==> src/rtl/race_state_decoder_pkg.sv <==
// Shared constants and helpers for the game-state decoder.
package race_pkg;

    // Encoder state codes; 2 and 7 are never legal.
    typedef enum logic [2:0] {
        ST_IDLE      = 3'd0,
        ST_SETTING   = 3'd1,
        ST_COUNTDOWN = 3'd3,
        ST_RACING    = 3'd4,
        ST_PAUSE     = 3'd5,
        ST_FINISH    = 3'd6
    } race_state_e;

    localparam int unsigned STATE_W            = 3;
    localparam int unsigned CD_W               = 2;
    localparam int unsigned LAP_W              = 3;
    localparam int unsigned SEC_W              = 10;
    localparam int unsigned SECOND_DEFAULT     = 100_000_000;
    localparam int unsigned LAP_TARGET_DEFAULT = 3;
    localparam logic [SEC_W-1:0] SEC_SAT       = 10'd999;

    // True for any code the encoder is allowed to send.
    function automatic logic is_legal(input logic [STATE_W-1:0] code);
        return !((code == 3'd2) || (code == 3'd7));
    endfunction

    // Seconds increment that sticks at the display limit.
    function automatic logic [SEC_W-1:0] sat_inc(input logic [SEC_W-1:0] v);
        return (v >= SEC_SAT) ? SEC_SAT : v + 10'd1;
    endfunction

endpackage

==> src/rtl/race_state_decoder_if.sv <==
// Encoder-to-decoder game-state bus plus the decoder's status outputs.
interface race_state_decoder_if;
    import race_pkg::*;

    logic [STATE_W-1:0] state;
    logic [CD_W-1:0]    countdown_val;
    logic               lap_pulse;

    logic               in_idle;
    logic               in_setting;
    logic               in_countdown;
    logic               in_racing;
    logic               in_paused;
    logic               in_finish;
    logic               race_go_pulse;
    logic               beep_pulse;
    logic [LAP_W-1:0]   lap_count;
    logic [SEC_W-1:0]   race_sec;
    logic [SEC_W-1:0]   best_lap_sec;
    logic               is_game_end;
    logic               illegal_state;

    // Encoder / track side.
    modport master (
        output state, countdown_val, lap_pulse,
        input  in_idle, in_setting, in_countdown, in_racing, in_paused, in_finish,
        input  race_go_pulse, beep_pulse, lap_count, race_sec, best_lap_sec,
        input  is_game_end, illegal_state
    );

    // Decoder side.
    modport slave (
        input  state, countdown_val, lap_pulse,
        output in_idle, in_setting, in_countdown, in_racing, in_paused, in_finish,
        output race_go_pulse, beep_pulse, lap_count, race_sec, best_lap_sec,
        output is_game_end, illegal_state
    );

endinterface

==> src/rtl/race_state_decoder_sec_prescaler.sv <==
// Divides the clock down to one-cycle race-timer ticks, one per SECOND cycles.
module sec_prescaler #(
    parameter int unsigned SECOND = race_pkg::SECOND_DEFAULT
) (
    input  logic clk,
    input  logic rst,
    input  logic i_en,
    input  logic i_clr,
    output logic o_tick_c
);

    localparam int unsigned CNT_W = (SECOND > 1) ? $clog2(SECOND) : 1;

    logic [CNT_W-1:0] r_cnt;
    logic             w_wrap;

    assign w_wrap = (r_cnt == CNT_W'(SECOND - 1));

    // Cycle counter: clear wins, otherwise count while enabled and wrap at SECOND-1.
    always_ff @(posedge clk or negedge rst) begin
        if (!rst) begin
            r_cnt <= '0;
        end else if (i_clr) begin
            r_cnt <= '0;
        end else if (i_en) begin
            r_cnt <= w_wrap ? '0 : r_cnt + CNT_W'(1);
        end
    end

    assign o_tick_c = i_en && !i_clr && w_wrap;

endmodule

==> src/rtl/race_state_decoder.sv <==
// Game-state decoder: phase enables, countdown/start pulses, race timer, laps.
// Optional macro RACE_STATE_DECODER_BEST_LAP_EN adds best-lap timing.
module race_state_decoder
    import race_pkg::*;
#(
    parameter int unsigned SECOND     = SECOND_DEFAULT,
    parameter int unsigned LAP_TARGET = LAP_TARGET_DEFAULT
) (
    input  logic                 clk,
    input  logic                 rst,
    race_state_decoder_if.slave  bus
);

    logic [STATE_W-1:0] r_state_q;
    logic [STATE_W-1:0] r_state_d;
    logic [CD_W-1:0]    r_cd_q;

    logic               r_in_idle;
    logic               r_in_setting;
    logic               r_in_countdown;
    logic               r_in_racing;
    logic               r_in_paused;
    logic               r_in_finish;
    logic               r_illegal;
    logic               r_race_go;
    logic               r_beep;
    logic [LAP_W-1:0]   r_lap_count;
    logic [SEC_W-1:0]   r_race_sec;
    logic               r_game_end;

    logic               w_q_idle;
    logic               w_q_racing;
    logic               w_q_clear;
    logic               w_tick;
    logic               w_lap_accept;

    assign w_q_idle     = (r_state_q == ST_IDLE);
    assign w_q_racing   = (r_state_q == ST_RACING);
    assign w_q_clear    = w_q_idle || (r_state_q == ST_COUNTDOWN);
    assign w_lap_accept = bus.lap_pulse && w_q_racing && (r_lap_count < LAP_W'(LAP_TARGET));

    // Input pipeline: state_q, the one-cycle-older state_d, and the last countdown digit.
    always_ff @(posedge clk or negedge rst) begin
        if (!rst) begin
            r_state_q <= ST_IDLE;
            r_state_d <= ST_IDLE;
            r_cd_q    <= '0;
        end else begin
            r_state_q <= bus.state;
            r_state_d <= r_state_q;
            r_cd_q    <= bus.countdown_val;
        end
    end

    // One-hot phase and sticky illegal flag, registered alongside state_q.
    always_ff @(posedge clk or negedge rst) begin
        if (!rst) begin
            r_in_idle      <= 1'b1;
            r_in_setting   <= 1'b0;
            r_in_countdown <= 1'b0;
            r_in_racing    <= 1'b0;
            r_in_paused    <= 1'b0;
            r_in_finish    <= 1'b0;
            r_illegal      <= 1'b0;
        end else begin
            r_in_idle      <= (bus.state == ST_IDLE);
            r_in_setting   <= (bus.state == ST_SETTING);
            r_in_countdown <= (bus.state == ST_COUNTDOWN);
            r_in_racing    <= (bus.state == ST_RACING);
            r_in_paused    <= (bus.state == ST_PAUSE);
            r_in_finish    <= (bus.state == ST_FINISH);
            if (!is_legal(bus.state)) begin
                r_illegal <= 1'b1;
            end else if (bus.state == ST_IDLE) begin
                r_illegal <= 1'b0;
            end
        end
    end

    // Start pulse on COUNTDOWN->RACING only; beep on every strict countdown decrease.
    always_ff @(posedge clk or negedge rst) begin
        if (!rst) begin
            r_race_go <= 1'b0;
            r_beep    <= 1'b0;
        end else begin
            r_race_go <= (r_state_d == ST_COUNTDOWN) && w_q_racing;
            r_beep    <= (bus.countdown_val < r_cd_q);
        end
    end

    sec_prescaler #(
        .SECOND   (SECOND)
    ) u_prescaler (
        .clk      (clk),
        .rst      (rst),
        .i_en     (w_q_racing),
        .i_clr    (w_q_clear),
        .o_tick_c (w_tick)
    );

    // Race seconds, lap count and end-of-race level; IDLE clears everything.
    always_ff @(posedge clk or negedge rst) begin
        if (!rst) begin
            r_race_sec  <= '0;
            r_lap_count <= '0;
            r_game_end  <= 1'b0;
        end else if (w_q_idle) begin
            r_race_sec  <= '0;
            r_lap_count <= '0;
            r_game_end  <= 1'b0;
        end else begin
            if (w_tick) begin
                r_race_sec <= sat_inc(r_race_sec);
            end
            if (w_lap_accept) begin
                r_lap_count <= r_lap_count + LAP_W'(1);
                if (r_lap_count == LAP_W'(LAP_TARGET - 1)) begin
                    r_game_end <= 1'b1;
                end
            end
        end
    end

`ifdef RACE_STATE_DECODER_BEST_LAP_EN
    logic [SEC_W-1:0] r_lap_sec;
    logic [SEC_W-1:0] r_best_lap;
    logic [SEC_W-1:0] w_lap_sec_now;

    // A tick landing on the lap-crossing cycle still counts toward that lap.
    assign w_lap_sec_now = w_tick ? sat_inc(r_lap_sec) : r_lap_sec;

    // Per-lap seconds and running minimum over accepted laps.
    always_ff @(posedge clk or negedge rst) begin
        if (!rst) begin
            r_lap_sec  <= '0;
            r_best_lap <= SEC_SAT;
        end else if (w_q_idle) begin
            r_lap_sec  <= '0;
            r_best_lap <= SEC_SAT;
        end else if (w_lap_accept) begin
            r_lap_sec <= '0;
            if (w_lap_sec_now < r_best_lap) begin
                r_best_lap <= w_lap_sec_now;
            end
        end else if (w_tick) begin
            r_lap_sec <= sat_inc(r_lap_sec);
        end
    end

    assign bus.best_lap_sec = r_best_lap;
`else
    assign bus.best_lap_sec = SEC_SAT;
`endif

    assign bus.in_idle       = r_in_idle;
    assign bus.in_setting    = r_in_setting;
    assign bus.in_countdown  = r_in_countdown;
    assign bus.in_racing     = r_in_racing;
    assign bus.in_paused     = r_in_paused;
    assign bus.in_finish     = r_in_finish;
    assign bus.race_go_pulse = r_race_go;
    assign bus.beep_pulse    = r_beep;
    assign bus.lap_count     = r_lap_count;
    assign bus.race_sec      = r_race_sec;
    assign bus.is_game_end   = r_game_end;
    assign bus.illegal_state = r_illegal;

endmodule

==> src/flat_wrapper.sv <==
// flat-port wrapper written by rule: the top's interface ports become plain ports
module race_state_decoder_flat import race_pkg::*;
#(
    parameter int unsigned SECOND     = SECOND_DEFAULT,
    parameter int unsigned LAP_TARGET = LAP_TARGET_DEFAULT
)
  (clk, rst, bus_state, bus_countdown_val, bus_lap_pulse, bus_in_idle, bus_in_setting, bus_in_countdown, bus_in_racing, bus_in_paused, bus_in_finish, bus_race_go_pulse, bus_beep_pulse, bus_lap_count, bus_race_sec, bus_best_lap_sec, bus_is_game_end, bus_illegal_state);
  race_state_decoder_if bus_i ();
  input  logic clk;
  input  logic rst;
  input wire logic [$bits(bus_i.state)-1:0] bus_state;
  input wire logic [$bits(bus_i.countdown_val)-1:0] bus_countdown_val;
  input wire logic [$bits(bus_i.lap_pulse)-1:0] bus_lap_pulse;
  output wire logic [$bits(bus_i.in_idle)-1:0] bus_in_idle;
  output wire logic [$bits(bus_i.in_setting)-1:0] bus_in_setting;
  output wire logic [$bits(bus_i.in_countdown)-1:0] bus_in_countdown;
  output wire logic [$bits(bus_i.in_racing)-1:0] bus_in_racing;
  output wire logic [$bits(bus_i.in_paused)-1:0] bus_in_paused;
  output wire logic [$bits(bus_i.in_finish)-1:0] bus_in_finish;
  output wire logic [$bits(bus_i.race_go_pulse)-1:0] bus_race_go_pulse;
  output wire logic [$bits(bus_i.beep_pulse)-1:0] bus_beep_pulse;
  output wire logic [$bits(bus_i.lap_count)-1:0] bus_lap_count;
  output wire logic [$bits(bus_i.race_sec)-1:0] bus_race_sec;
  output wire logic [$bits(bus_i.best_lap_sec)-1:0] bus_best_lap_sec;
  output wire logic [$bits(bus_i.is_game_end)-1:0] bus_is_game_end;
  output wire logic [$bits(bus_i.illegal_state)-1:0] bus_illegal_state;
  assign bus_i.state = bus_state;
  assign bus_i.countdown_val = bus_countdown_val;
  assign bus_i.lap_pulse = bus_lap_pulse;
  assign bus_in_idle = bus_i.in_idle;
  assign bus_in_setting = bus_i.in_setting;
  assign bus_in_countdown = bus_i.in_countdown;
  assign bus_in_racing = bus_i.in_racing;
  assign bus_in_paused = bus_i.in_paused;
  assign bus_in_finish = bus_i.in_finish;
  assign bus_race_go_pulse = bus_i.race_go_pulse;
  assign bus_beep_pulse = bus_i.beep_pulse;
  assign bus_lap_count = bus_i.lap_count;
  assign bus_race_sec = bus_i.race_sec;
  assign bus_best_lap_sec = bus_i.best_lap_sec;
  assign bus_is_game_end = bus_i.is_game_end;
  assign bus_illegal_state = bus_i.illegal_state;
  race_state_decoder #(.SECOND(SECOND), .LAP_TARGET(LAP_TARGET)) u_core (.clk(clk), .rst(rst), .bus(bus_i));
endmodule
==> config.mk <==
export PLATFORM = sky130hd
export DESIGN_NAME = race_state_decoder_flat
export DESIGN_NICKNAME = d
export VERILOG_FILES = /design/src/rtl/race_state_decoder_pkg.sv /design/src/rtl/race_state_decoder_if.sv /design/src/rtl/race_state_decoder_sec_prescaler.sv /design/src/rtl/race_state_decoder.sv /design/src/flat_wrapper.sv
export SDC_FILE = /design/constraint.sdc
export NUM_CORES = 1
export LEC_CHECK = 0
export ABC_CLOCK_PERIOD_IN_PS = 1800
export CELL_PAD_IN_SITES_DETAIL_PLACEMENT = 0
export CELL_PAD_IN_SITES_GLOBAL_PLACEMENT = 1
export CORE_UTILIZATION = 38
export DETAILED_ROUTE_END_ITERATION = 6
export PLACE_DENSITY = 0.82
export SLEW_MARGIN = 20
export SYNTH_ARGS = -nofsm -noshare
export SYNTH_HDL_FRONTEND = slang
export SYNTH_SLANG_ARGS = --single-unit
export TNS_END_PERCENT = 5
==> constraint.sdc <==
create_clock -name clk -period 1.8 [get_ports clk]
set_input_delay 0.27 -clock clk [delete_from_list [all_inputs] [get_ports clk]]
set_output_delay 0.27 -clock clk [all_outputs]
set_load 0.01 [all_outputs]
==> flow_summary_export.csv, run 1 <==
group,metric,value,unit
outcome,run_status,"finished, violations left",
outcome,failed_checks,"setup timing",
sta,clock_skew,0.008663,ns
clocking,h-tree-depth,3,
finish,multiInputGateArea,1453,um^2
floorplan,core_area,7687,um^2
sta,min_period,1.874,ns
pwr,seq_power_share,47.5,%
grt,grt_overflow,0,
placed_design,place_area,3725,um^2
sta,drv_slew,0,
sta,fin_hold_ws,0.3883,ns
drt,postRouteAntennaNets,0,
synthesis,yosysUniqueCellTypes,55,
floorplan,start_util,39.01,%
pwr,fin_total_pwr,2.889,mW
sta,setup-tns-final,-0.4077,ns
synthesis,synth-warning-count,0,
worst_setup_path,arrival,2.11,ns
clocking,cts_tree,"yes",
drt,drt_iter0_markers,129,
placed_design,place_ws,-0.1453,ns
synthesis,ys_seq_area_share,48.44,%
sta,fmax,533.7,MHz
grt,antenna_found_initial,0,
sta,rsz0062_at_grt,"yes",
worst_setup_path,start_kind,"register",
grt,first_global_vias,2616,
floorplan,die_w,90.84,um
sta,setup_ws,-0.07381,ns
worst_setup_path,endpoint_kind,"register",
drt,drt-wirelength-per-cell,14.16,um
grt,grt_util_all_layers,18.63,%
drt,first_pass_iters,4,
clocking,clkTransAtPathRegs,0.06,ns
pwr,netSwitchingPower,737.0,uW
finish,fillers,715,
placed_design,portBuffers,30,
finish,post-route-util,52.47,%
placed_design,gp_congestion,0.8123,
clocking,cts_root_buffer,"clkbuf_8",
hold_path,min_path_type,"in -> reg",
clocking,clockBufferDepth,2,
drt,wirelength,7.138,mm
finish,diodes,0,
synthesis,avgSynthCellArea,9.372,um^2
finish,stdcell_area,4034,um^2
clocking,clock-sinks,58,
job,maxCapViolCount,0,
pwr,peakVddDrop,428.3,uV
placed_design,dp.cells,486,
sta,worst_pin_slew,0.5727,ns
synthesis,netlist_instances,320,
synthesis,ys_ff_latch,58,
pwr,p_leak,1.721,nW
finish,final_cells,504,
floorplan,die-area,8252,um^2
clocking,clk_latency,0.34,ns
worst_setup_path,cp.required,2.03,ns
worst_setup_path,critPathKind,"reg -> reg",
finish,nNetsFinal,410,
pwr,p_clk_share,42.6,%
synthesis,synth_area,2999,um^2
finish,drive_above_1_share,21.39,%
synthesis,synth_edf_count,0,
sta,hold_viol_final,0,
floorplan,die-height,90.84,um
pwr,power_frac_comb,10.0,%
pwr,swShare,25.51,%
sta,setup_viol,14,
synthesis,ys_async_sr_fraction,100.0,%
synthesis,synthFlopType,"dfrtp_1",
floorplan,io_pins,41,
floorplan,num_rows,32,
placed_design,dp_hpwl,4.916,mm
pwr,power_per_cell_area,716.3,nW/um^2
worst_setup_path,crit_fanout,12,
finish,final-seq-area,1453,um^2
finish,syn_to_final_growth,34.50,%
pwr,intPower,2.152,mW
sta,period_share,104.1,%
grt,grt_first_pass_wirelength,12.30,mm
clocking,cts_buffers,9,
drt,drc,0,
sta,slew_headroom,61.56,%
drt,viasPerCell,5.298,
grt,grt_max_degree,59,
drt,vias,2670,
power by group through the flow:
stage                     Combinational [mW]  Sequential [mW]  Clock (mW)
after floorplan                        0.127             1.40           0
after global placement                 0.269             1.39           0
after detailed placement               0.276             1.39           0
after CTS                              0.280             1.37        1.26
after global routing                   0.328             1.38        1.32
final                                  0.288             1.37        1.23
worst max-delay path, cell delays in order (launching register included):
cell	delay, ns
dfrtp_1	0.39
nor4_2	0.30
nand4_1	0.21
buf_4	0.21
nor3_4	0.22
buf_12	0.16
a21oi_1	0.06
a311oi_1	0.22
state kept, by name, indices dropped and copies added (netlist names):
name                      count
u_core.bus.beep_pulse         1
u_core.bus.illegal_state      1
u_core.bus.in_countdown       1
u_core.bus.in_finish          1
u_core.bus.in_idle            1
u_core.bus.in_paused          1
u_core.bus.in_racing          1
u_core.bus.in_setting         1
u_core.bus.is_game_end        1
u_core.bus.lap_count          3
u_core.bus.race_go_pulse      1
u_core.bus.race_sec          10
u_core.r_cd_q                 2
u_core.r_state_d              3
u_core.r_state_q              3
u_core.u_prescaler.r_cnt     27
kinds of logic (layout without fill, tap and decap cells):
group           count (synthesis)  count (layout)  synth area share (%)
compound gates                 88              88                 18.65
xor+xnor                        2               2                0.5842
fa+ha+maj                       5               5                 2.086
buf+inv                        39             113                 6.633
flops                          58              58                 48.44
mux                             2               2                0.6675
other cells                     2              10                0.2504
simple gates                  124             124                 22.70
per-layer routing:
layer  GRT usage, %  vias to the layer above  part of all wire, %
li1               -                     1317                    -
met1          25.16                     1290                   48
met2          29.42                       52                   48
met3          3.451                       11                  3.1
met4          7.672                        0                  1.6
met5              0                        -                    0
cell type report:
type                    instances  share of cell area, %
well taps                     102                  3.164
multi-input cells             231                  36.01
repair buffers                 82                  18.36
clock inverters                 6                  1.644
flip-flops and latches         58                  36.01
clock buffers                  10                  3.412
inverters                      15                  1.396
cell usage after synthesis (3+ instances only):
| library cell | instances | area share, % |
|---|---|---|
| o211ai_1 | 3 | 0.75 |
| or3_1 | 8 | 1.7 |
| and3_1 | 3 | 0.63 |
| ha_1 | 5 | 2.1 |
| o31ai_1 | 5 | 1.3 |
| a21oi_1 | 22 | 3.7 |
| dfrtp_1 | 57 | 48 |
| nor4_1 | 3 | 0.63 |
| buf_2 | 6 | 1.0 |
| nor2_1 | 19 | 2.4 |
| clkbuf_1 | 7 | 0.88 |
| a311oi_1 | 4 | 1.2 |
| nor3_1 | 7 | 1.2 |
| nand4_1 | 9 | 1.9 |
| buf_4 | 10 | 2.5 |
| and4_1 | 6 | 1.8 |
| inv_1 | 15 | 1.9 |
| o21ai_0 | 21 | 3.5 |
| a31oi_1 | 13 | 2.7 |
| nand3_1 | 17 | 2.8 |
| nand2_1 | 32 | 4.0 |
| nand2b_1 | 3 | 0.63 |
| o31a_1 | 3 | 0.88 |
| nor3b_1 | 3 | 0.75 |
layout by cell type, fill, tap and decap left out, types with 10 or more instances in the layout:
| master | count |
|---|---|
| nand2_1 | 32 |
| buf_4 | 44 |
| o21ai_0 | 19 |
| inv_1 | 15 |
| a21oi_1 | 19 |
| dfrtp_1 | 57 |
| nor2_1 | 19 |
| a31oi_1 | 13 |
| clkdlybuf4s50_1 | 29 |
| conb_1 | 10 |
| clkbuf_8 | 10 |
| nand3_1 | 15 |
worst paths after layout:
check / start / end / slack (ns) / cells after the start
setup / recovery: u_core.u_prescaler.r_cnt[11] / u_core.bus.race_sec[2] / -0.07 / 7
hold / removal: bus_countdown_val[0] / u_core.r_cd_q[0] / 0.39 / 1
setup reg to reg: u_core.u_prescaler.r_cnt[11] / u_core.bus.race_sec[2] / -0.07 / 7
hold reg to reg: u_core.r_state_d[2] / u_core.bus.race_go_pulse / 0.40 / 1
max in group asynchronous: rst / u_core.bus.in_idle / 1.04 / 3
min in group asynchronous: rst / u_core.bus.race_sec[4] / 0.45 / 3
repair_timing:
action	in CTS	in global routing
resized for setup	5	14
hold buffers	1	0
pin swaps	6	3
buffers inserted	0	1
hold endpoints to repair	57	0
endpoints found under the setup margin	23	31
Power figures use the tool's default switching activity.
==> run 2, diff against run 1 <==
- CTS_CLUSTER_SIZE: default -> 30
- PLACE_DENSITY: 0.82 -> default
- PLACE_DENSITY_LB_ADDON: default -> 0.25
==> run 2 against run 1 <==
The flow still finishes with violations (setup timing). Via count increased by 2.2%. Non-clock buffer count rose by 2. Wire length grew 2.6%. Sequential power barely moved. Global-route usage is 0.38 points higher. Worst hold slack worse by 0.011 ns. Flip-flop and latch count did not move. Fmax is 0.99% higher. Critical endpoint is now u_core.u_prescaler.r_cnt[26]. Clock power increased by 12%.
==> flow_summary_export.csv, run 2 (synthesized netlist as in run 1, its figures left out) <==
group,metric,value,unit
outcome,run_status,"finished, violations left",
outcome,failed_checks,"setup timing",
drt,vias,2729,
clocking,h-tree-depth,3,
finish,largest_reg_flops,27,
worst_setup_path,cp_num_buf_inv,2,
finish,post-route-util,52.67,%
placed_design,portBuffers,30,
sta,clock_skew,0.01119,ns
grt,antenna_found_initial,0,
worst_setup_path,crit_fanout,7,
worst_setup_path,cp.required,2.03,ns
job,maxCapViolCount,0,
drt,postRouteAntennaNets,0,
floorplan,die-area,8252,um^2
floorplan,core_area,7687,um^2
sta,setup_ws,-0.05547,ns
sta,setup_viol,13,
grt,grt_overflow,0,
pwr,fin_total_pwr,3.032,mW
finish,nNetsFinal,412,
clocking,cts_tree,"yes",
pwr,p_leak,1.743,nW
drt,drc,0,
finish,drive_above_1_share,21.78,%
sta,period_share,103.1,%
clocking,clock-sinks,58,
worst_setup_path,crit_start,"u_core.u_prescaler.r_cnt[11]",
clocking,clk_latency,0.35,ns
sta,drv_slew,0,
worst_setup_path,cpMaxStageDelayCell,"dfrtp_1",
worst_setup_path,cpLargestDelayFamily,"simple AND/OR/NAND/NOR gates",
clocking,clkTransAtPathRegs,0.07,ns
floorplan,die-height,90.84,um
grt,grt_max_degree,59,
placed_design,gp_congestion,0.8189,
sta,fmax,538.9,MHz
finish,diodes,0,
drt,wirelength,7.326,mm
sta,hold_viol_final,0,
drt,viasPerCell,5.393,
pwr,power_per_cell_area,748.8,nW/um^2
hold_path,min_path_type,"in -> reg",
floorplan,num_rows,32,
worst_setup_path,max_stage_delay,0.39,ns
worst_setup_path,critPathKind,"reg -> reg",
finish,final_cells,506,
sta,fin_hold_ws,0.3774,ns
worst_setup_path,arrival,2.08,ns
sta,worst_pin_slew,0.5748,ns
grt,first_global_vias,2630,
clocking,clockBufferDepth,2,
sta,min_period,1.855,ns
finish,final_common_cell,"dfrtp_1",
worst_setup_path,r2r_start,"u_core.u_prescaler.r_cnt[11]",
sta,slew_headroom,61.68,%
sta,rsz0062_at_grt,"yes",
floorplan,die_w,90.84,um
worst_setup_path,path_cells,"nor4_2 > nand4_1 > buf_4 > o31ai_4 > buf_6 > nor4_1 > o22a_1",
finish,final_cell_mix,"dfrtp_1, buf_4, nand2_1, clkdlybuf4s50_1, a21oi_1",
placed_design,dp_hpwl,4.867,mm
drt,drt-wirelength-per-cell,14.48,um
finish,top_register,"u_core.u_prescaler.r_cnt",
placed_design,dp.cells,485,
drt,first_pass_iters,4,
clocking,cts_buffers,9,
drt,drt_iter0_markers,111,
worst_setup_path,endpoint_kind,"register",
clocking,cts_root_buffer,"clkbuf_8",
placed_design,place_ws,-0.1233,ns
worst_setup_path,start_kind,"register",
floorplan,io_pins,41,
pwr,peakVddDrop,513.5,uV
floorplan,start_util,39.01,%
grt,grt_first_pass_wirelength,12.39,mm
grt,grt_util_all_layers,19.01,%
hold_path,min-delay-start,"bus_countdown_val[0]",
finish,syn_to_final_growth,35.00,%
[run 2: layer usage]
| layer | vias to the layer above | wire, um | GRT usage [%] |
|---|---|---|---|
| met5 | - | 0 | 0 |
| met4 | 0 | 134 | 8.333 |
| met3 | 12 | 349 | 4.125 |
| met2 | 66 | 3492 | 30.74 |
| met1 | 1328 | 3349 | 24.49 |
| li1 | 1323 | - | - |
[run 2: worst paths after layout]
| path | end | slack (ns) | depth (start not counted) |
|---|---|---|---|
| min in group asynchronous | u_core.u_prescaler.r_cnt[22] | 0.45 | 3 |
| worst min-delay path | u_core.r_cd_q[0] | 0.38 | 1 |
| worst max-delay path | u_core.u_prescaler.r_cnt[26] | -0.06 | 7 |
| worst min register to register | u_core.bus.race_go_pulse | 0.40 | 1 |
| max in group asynchronous | u_core.bus.in_idle | 1.04 | 3 |
| worst max register to register | u_core.u_prescaler.r_cnt[26] | -0.06 | 7 |
[run 2: area by class of cell]
cell class / instances / area [um^2]
Fill cell: 714 / 3638
Sequential cell: 58 / 1454
Multi-Input combinational cell: 231 / 1439
Timing Repair Buffer: 84 / 747.0
Tap cell: 102 / 127.6
Clock buffer: 9 / 123.9
Clock inverter: 7 / 101.3
Inverter: 15 / 56.30
[run 2: repair_timing]
item / in CTS / in global routing
pin swaps: 10 / 14
setup buffers: 1 / 2
hold buffers: 1 / 0
gates resized for setup: 5 / 20
endpoints found under the setup margin: 22 / 30
cloned: 0 / 1
hold endpoints to repair: 57 / 0
[run 2: worst reg2reg max path, cell delays in order, from the launching register on]
cell and delay, ns:
dfrtp_1 0.39, nor4_2 0.32, nand4_1 0.19, buf_4 0.19
o31ai_4 0.22, buf_6 0.17, nor4_1 0.06, o22a_1 0.20
[run 2: through the flow]
step	setup TNS (ns)	cell area [um^2]
floorplan	-2.792	3038
global placement	-0.8032	3705
detailed placement	-0.8883	3705
CTS	-0.1257	3970
global route	-2.653	4049
finish	-0.3077	4049
[run 2: where the power goes]
group	internal, mW	switching, mW
logic	0.131	0.153
clock network	0.788	0.593
registers	1.34	0.0274
